$ cat config.mk
export PLATFORM = sky130hd
export DESIGN_NAME = input_feed_ctrl
export DESIGN_NICKNAME = d
export VERILOG_FILES = /design/src/rtl/input_feed_ctrl_pkg.sv /design/src/rtl/feed_counter.sv /design/src/rtl/input_feed_ctrl.sv
export SDC_FILE = /design/constraint.sdc
export NUM_CORES = 1
export LEC_CHECK = 0
export CELL_PAD_IN_SITES_DETAIL_PLACEMENT = 0
export CELL_PAD_IN_SITES_GLOBAL_PLACEMENT = 1
export CORE_MARGIN = 1.5
export CORE_UTILIZATION = 32
export DETAILED_ROUTE_END_ITERATION = 10
export PLACE_DENSITY_LB_ADDON = 0.1
export SYNTH_ARGS = -nofsm -noshare
export SYNTH_HDL_FRONTEND = slang
export SYNTH_SLANG_ARGS = --single-unit
$ cat constraint.sdc
create_clock -name clk -period 5.2 [get_ports clk]
set_clock_uncertainty 0.15 [all_clocks]
set_input_delay 0.78 -clock clk [delete_from_list [all_inputs] [get_ports clk]]
set_output_delay 0.78 -clock clk [all_outputs]
set_load 0.03 [all_outputs]
$ cat src/rtl/input_feed_ctrl_pkg.sv
// Shared types and helpers for the systolic-array input feed controller.
// Contents:
//   feed_state_e      - controller FSM states
//   SHIFTER_DELAY_MAX - largest delay the 8-bit shifter delay counter can hold
//   feed_cycles_f     - out_en length per tile for a given array width and DSP depth
package input_feed_ctrl_pkg;

  typedef enum logic [1:0] {
    ST_IDLE = 2'd0,
    ST_CLR  = 2'd1,
    ST_LOAD = 2'd2,
    ST_FEED = 2'd3
  } feed_state_e;

  localparam int unsigned SHIFTER_DELAY_MAX = 255;

  // Skewed lanes drain after the deepest lane's delay plus one column per row.
  function automatic int unsigned feed_cycles_f(input int unsigned w, input int unsigned dspd);
    return (dspd - 1) * (w - 1) + 2 * w - 1;
  endfunction

endpackage

$ cat src/rtl/feed_counter.sv
// Loadable down-counter with a terminal-count flag.
// Ports:
//   clk, rst    - clock, synchronous active-high reset (count -> 0)
//   load_i      - load load_val_i (has priority over dec_i)
//   load_val_i  - value to load
//   dec_i       - decrement by one; saturates at zero
//   tc_o        - count is zero
module feed_counter #(
  parameter int unsigned WIDTH = 4
) (
  input  logic             clk,
  input  logic             rst,
  input  logic             load_i,
  input  logic [WIDTH-1:0] load_val_i,
  input  logic             dec_i,
  output logic             tc_o
);

  logic [WIDTH-1:0] count_q;

  always_ff @(posedge clk) begin
    if (rst) begin
      count_q <= '0;
    end else if (load_i) begin
      count_q <= load_val_i;
    end else if (dec_i && (count_q != '0)) begin
      count_q <= count_q - WIDTH'(1);
    end
  end

  assign tc_o = (count_q == '0);

endmodule

$ cat src/rtl/input_feed_ctrl.sv
// Input feed controller for the systolic array row shifters.
// Per tile: one shift_rst cycle, W column loads over a valid/ready stream
// (load_en + lane_data), then FEED_CYCLES of out_en and a tile_done pulse.
// Ports:
//   clk, rst   - clock, synchronous active-high reset
//   in_valid   - column beat valid
//   in_ready   - controller accepts a column beat (LOAD state only)
//   in_data    - column, lane k in bits [(k+1)*DW-1 : k*DW]
//   shift_rst  - lane clear, high for the single CLR cycle
//   load_en    - registered load strobe, one cycle per accepted beat
//   lane_data  - registered column matching load_en
//   out_en     - registered shifter output enable for FEED_CYCLES cycles
//   busy       - controller not idle
//   tile_done  - one-cycle pulse after the last out_en
module input_feed_ctrl
  import input_feed_ctrl_pkg::*;
#(
  parameter int unsigned W    = 4,
  parameter int unsigned DW   = 8,
  parameter int unsigned DSPD = 4
) (
  input  logic            clk,
  input  logic            rst,
  input  logic            in_valid,
  output logic            in_ready,
  input  logic [W*DW-1:0] in_data,
  output logic            shift_rst,
  output logic            load_en,
  output logic [W*DW-1:0] lane_data,
  output logic            out_en,
  output logic            busy,
  output logic            tile_done
);

  localparam int unsigned FEED_CYCLES = feed_cycles_f(W, DSPD);
  localparam int unsigned BCW         = $clog2(W + 1);
  localparam int unsigned FCW         = $clog2(FEED_CYCLES + 1);

  if (FEED_CYCLES > SHIFTER_DELAY_MAX) begin : g_feed_len_check
    $error("input_feed_ctrl: FEED_CYCLES exceeds the shifter 8-bit delay counter");
  end

  feed_state_e     state_q, state_d;
  logic [W*DW-1:0] lane_data_q, lane_data_d;
  logic            load_en_q, load_en_d;
  logic            out_en_q, out_en_d;
  logic            tile_done_q, tile_done_d;

  logic beat_load, beat_dec, beat_last;
  logic feed_load, feed_dec, feed_end;
  logic handshake;

  // Beat counter holds beats remaining after the current one, so the
  // terminal count marks the W-th handshake.
  feed_counter #(.WIDTH(BCW)) u_beat_cnt (
    .clk        (clk),
    .rst        (rst),
    .load_i     (beat_load),
    .load_val_i (BCW'(W - 1)),
    .dec_i      (beat_dec),
    .tc_o       (beat_last)
  );

  feed_counter #(.WIDTH(FCW)) u_feed_cnt (
    .clk        (clk),
    .rst        (rst),
    .load_i     (feed_load),
    .load_val_i (FCW'(FEED_CYCLES)),
    .dec_i      (feed_dec),
    .tc_o       (feed_end)
  );

  assign in_ready  = (state_q == ST_LOAD);
  assign shift_rst = (state_q == ST_CLR);
  assign busy      = (state_q != ST_IDLE);
  assign handshake = in_valid & in_ready;

  always_comb begin
    state_d     = state_q;
    lane_data_d = lane_data_q;
    load_en_d   = 1'b0;
    out_en_d    = 1'b0;
    tile_done_d = 1'b0;
    beat_load   = 1'b0;
    beat_dec    = 1'b0;
    feed_load   = 1'b0;
    feed_dec    = 1'b0;
    case (state_q)
      ST_IDLE: begin
        if (in_valid) state_d = ST_CLR;
      end
      ST_CLR: begin
        beat_load = 1'b1;
        state_d   = ST_LOAD;
      end
      ST_LOAD: begin
        if (handshake) begin
          lane_data_d = in_data;
          load_en_d   = 1'b1;
          beat_dec    = 1'b1;
          if (beat_last) begin
            feed_load = 1'b1;
            state_d   = ST_FEED;
          end
        end
      end
      ST_FEED: begin
        // The first FEED cycle coincides with the last load_en, so out_en
        // (registered) starts one cycle later and never overlaps it.
        if (!feed_end) begin
          out_en_d = 1'b1;
          feed_dec = 1'b1;
        end else begin
          tile_done_d = 1'b1;
          state_d     = ST_IDLE;
        end
      end
      default: state_d = ST_IDLE;
    endcase
  end

  always_ff @(posedge clk) begin
    if (rst) begin
      state_q     <= ST_IDLE;
      lane_data_q <= '0;
      load_en_q   <= 1'b0;
      out_en_q    <= 1'b0;
      tile_done_q <= 1'b0;
    end else begin
      state_q     <= state_d;
      lane_data_q <= lane_data_d;
      load_en_q   <= load_en_d;
      out_en_q    <= out_en_d;
      tile_done_q <= tile_done_d;
    end
  end

  assign load_en   = load_en_q;
  assign lane_data = lane_data_q;
  assign out_en    = out_en_q;
  assign tile_done = tile_done_q;

endmodule

== Yosys cells after proc, flatten, opt, wreduce, memory -nomap -nowiden ==
Cells that the tools add are included.
Word-level totals
  bits in registers: 45
  logic and storage cells: 53
Cells by class
  add/sub/neg operators: 2
  equality and inequality tests: 7
  multiplexer cells: 18
  bitwise logic cells: 2
  reductions and logical operators: 15
Operators with widths (count)
  2-bit 2-to-1 mux: 6
  5-bit 2-to-1 mux: 2
  1-bit 2-to-1 mux: 9
  2-bit one-hot mux with 4 select lines: 1
  2-bit nonzero test: 3
  2-bit OR reduction: 3
  5-bit logical NOT: 1
  5-bit nonzero test: 1
  5-bit by 1-bit subtractor with 5-bit output (second input constant): 1
  2-bit == test (second input constant): 2
  2-bit by 1-bit != test with 1-bit output (second input constant): 2
  2-bit != test (second input constant): 2
  4-bit AND reduction: 1
  3-bit logical NOT: 1
  3-bit nonzero test: 1
  3-bit by 1-bit subtractor with 3-bit output (second input constant): 1
  2-bit by 1-bit == test with 1-bit output (second input constant): 1
  1-bit logical AND: 2
  2-bit logical NOT: 1
  2-bit AND reduction: 1
  1-bit AND: 1
  1-bit NOT: 1

== Depth between registers and ports, before layout ==
  word-level depth: 7
  mapped depth: 7
  gate-level depth less buffers: 5

== By module ==
A second synthesis with hierarchy kept.
Unflattened totals
  cells, all modules: 229
  area total of the unflattened synthesis: 1919.3 sq um
By module, submodules not included
  input_feed_ctrl: instances 1, cells an instance 171, area each 1410.1 sq um, seq. area each 740.7 sq um
  feed_counter (u_feed_cnt): instances 1, cells an instance 37, area each 326.6 sq um, seq. area each 100.1 sq um
  feed_counter (u_beat_cnt): instances 1, cells an instance 21, area each 182.7 sq um, seq. area each 60.1 sq um

== Worst setup path before layout ==
OpenSTA, ideal clock, no wires.
  path type: reg-to-reg
  start: register state_q[0]
  end: register lane_data_q[13], in the netlist lane_data[13]
  library setup time: 70 ps
  arrival: 1653 ps
  data required time: 4980 ps
  slack: 3326 ps
  stages on the path, launching flop included: 8
  path buffers: 2
  cells stage by stage: dfxtp_1 inv_1 ha_1 and2_1 clkbuf_1 clkbuf_1 nand2_1 a21oi_1
Between the ends
  word-level cells in the longest chain between the ends: 3
Ends and longest elaborated chain
  from (decl): RTL line input_feed_ctrl.sv:43  | feed_state_e state_q, state_d;
  from (signal assigned): RTL line input_feed_ctrl.sv:130  | state_q <= state_d;
  2-bit == test (*): RTL line input_feed_ctrl.sv:73  | assign in_ready = (state_q == ST_LOAD);
  via in_ready: RTL line input_feed_ctrl.sv:25  | output logic in_ready,
  1-bit AND: RTL line input_feed_ctrl.sv:76  | assign handshake = in_valid & in_ready;
  2-bit AND reduction (no source line) (*)
  to (signal assigned): RTL line input_feed_ctrl.sv:131  | lane_data_q <= lane_data_d;
  to (decl): RTL line input_feed_ctrl.sv:44  | logic [W*DW-1:0] lane_data_q, lane_data_d;
Mark *: on every way through the listed nets, which the timed path passes. The rest lies on a longest branch.
A chain may end at the register's enable or synchronous reset.

== Final worst setup path ==
  start: register state_q[0]
  end: output port in_ready
Between the ends
  word-level cells in the longest chain between the ends: 1
Ends and longest elaborated chain (RTL line)
  2-bit == test: input_feed_ctrl.sv:73
  to (decl): input_feed_ctrl.sv:25
Every way passes these cells.

==> results.toml <==
[global_routing]
grt_max_degree = 40
grtUsageMet3 = 0.0452
antenna_found_initial = 0
grt_pass1_wl_mm = 7.07
grt_usage = 0.149
grt.overflow.total = 0
grtUsageMet1 = 0.180
use_met2 = 0.251
grt_pass1_vias = 1537
busiest_layer = "met2"

[worst_setup_path]
regToRegEndpoint = "state_q[0]"
worstSetupEndpointType = "primary output"
critPathArrivalTime_ns = 1.77
crit_fanout = 8
setup.worst_path.end = "in_ready"
required_ns = 4.27
cp-start-kind = "register"
rr_startpoint = "u_feed_cnt.count_q[0]"
path_class = "reg -> out"
cp-startpoint = "state_q[0]"
r2r_cells = 5
r2r_setup_slack_ns = 3.30

[clock_network]
postCtsSetupRepairBufs = 0
cts_max_path_buffers = 2
hold_buffers = 0
clockRootBuffer = "clkbuf_8"
cts.clk_slew.worst_paths_ns = 0.08
clk_latency_ns = 0.29
cts_tree = "built"
cts_resized = 0
clock_sinks = 45
cts_made_buffers = 5
cts_max_level = 2

[sta]
rsz0062_at_grt = "false"
finalSetupViolCount = 0
final_max_slew_viol_count = 0
period_share = 0.519
max_freq_mhz = 371
hold_viol = 0
totalNegativeSetupSlack_ns = 0
worst_pin_slew_ns = 0.790
whs_ns = 0.306
relSlewSlack = 0.466
period_needed_ns = 2.70

[die]
die-height_um = 77.0
die_x_um = 77.0
coreArea_um2 = 5200
start_util = 0.337
rows = 26
dieArea_um2 = 5930
io_pins = 73

[yosys]
yosysTopAreaCellShare = 0.514
synthFlopType = "dfxtp_1"
synth_seq_area_share = 0.514
syn_area_um2 = 1750
syn_inst = 212
synth_seq_cells = 45
yosys-top-cells-area = "dfxtp_1 (51%), nand2_1 (15%), a21oi_1 (10%), ha_1 (5.0%), clkbuf_1 (2.1%)"
synthArstFlopShare = 0
syn_nets = 254
synth_top_area_cell = "dfxtp_1"
syn_area_per_cell_um2 = 8.27
yosysWarnings = 0
synth-edff-count = 0
yosysUniqueCellTypes = 30

[power]
finalPower_mw = 0.951
power_leakage_nw = 0.926
power.density_nw_per_um2 = 362
vdd_drop_max_v = 0.000170

[final_layout]
post-route-util = 0.505
final_cells = 353
diodes = 0
area_delta_synth_final_pct = 49.9
nNetsFinal = 325
multi_input_area_um2 = 772
seq_area_um2 = 901
fillCellCount = 547
drive_gt1_frac = 0.0495

[route]
dr.pass1.iters = 4
first_iter_violations = 60
via_per_inst = 4.58
ant_nets = 0
via_count = 1617
wl_per_cell_um = 12.2
wl_mm = 4.32
drc = 0

[job]
maxCapViolCount = 0

[place]
dpl.hpwl_mm = 2.92
place.gp.congestion = 0.688
port_buffers = 72
post-place-cells = 346

[min_path]
hold_path_class = "reg -> reg"

[status]
status = "complete, no violations"
-- stage by stage --
step | area, um^2 | setup WS, ns
6_report | 2630 | 2.50
5_1_grt | 2630 | 2.44
4_1_cts | 2630 | 2.49
3_5_place_dp | 2540 | 2.75
3_3_place_gp | 2540 | 2.82
2_1_floorplan | 1750 | 3.33
-- routing by layer --
layer / wire length, um / part of all wire / vias up
li1: - / - / 841
met1: 1930 / 0.45 / 722
met2: 2080 / 0.48 / 47
met3: 256 / 0.059 / 7
met4: 55 / 0.013 / 0
met5: 0 / 0 / -
-- flip-flops by register name, summed over array words and instances, names as in the netlist --
signal,flops
lane_data,32
u_feed_cnt.count_q,5
u_beat_cnt.count_q,3
state_q,2
load_en,1
out_en,1
tile_done,1
-- power by group --
part	internal (mW)	leakage, nW	switching [mW]	total (mW)
registers	0.386	0.364	0.0238	0.410
clock network	0.106	0.0443	0.110	0.215
logic	0.139	0.517	0.187	0.326
-- cells in the mapped netlist (all sizes together), types with 3 or more instances --
| cell | n |
|---|---|
| nor2 | 3 |
| ha | 7 |
| dfxtp | 45 |
| o21ai | 4 |
| clkbuf | 10 |
| nand2 | 69 |
| nor3 | 3 |
| nand3 | 3 |
| inv | 10 |
| a21oi | 36 |
-- logic make-up after synthesis --
group	after synthesis	synth area share
compound gates	48	0.156
buf+inv	21	0.0457
fa+ha+maj	7	0.0500
xor+xnor	2	0.00999
flops	45	0.514
mux	1	0.00571
simple gates	88	0.219
-- worst min-delay path by stage --
stage / from / endpoint / slack, ns / depth (start not counted)
3_3_place_gp: lane_data[6] / lane_data[6] / 0.29 / 2
3_5_place_dp: lane_data[7] / lane_data[7] / 0.30 / 2
2_1_floorplan: u_feed_cnt.count_q[0] / u_feed_cnt.count_q[0] / 0.31 / 2
4_1_cts: lane_data[7] / lane_data[7] / 0.31 / 2
5_1_grt: lane_data[1] / lane_data[1] / 0.32 / 2
6_report: lane_data[1] / lane_data[1] / 0.31 / 2
-- critical path, cell delays in order, from the launching register on --
cell	delay, ns
dfxtp_1	0.34
inv_1	0.08
ha_1	0.32
clkdlybuf4s50_1	0.73
-- area by class of cell --
cell class                      count  area share
Clock buffer                        7      0.0329
Inverter                           10      0.0143
Multi-Input combinational cell    146       0.294
Sequential cell                    45       0.343
Tap cell                           70      0.0333
Timing Repair Buffer               75       0.283
-- cells in the final DEF, fill, tap and decap left out, types with 2 or more instances in the layout --
| cell | count |
|---|---|
| clkdlybuf4s50_1 | 72 |
| nand2_1 | 69 |
| dfxtp_1 | 45 |
| a31oi_1 | 2 |
| xor2_1 | 2 |
| inv_1 | 10 |
| nor3_1 | 3 |
| nor2_1 | 3 |
| clkbuf_8 | 6 |
| buf_4 | 3 |
| ha_1 | 7 |
| nand3_1 | 3 |
| o21ai_0 | 4 |
| a21oi_1 | 36 |
No activity file was read; power rests on OpenSTA's default activity.
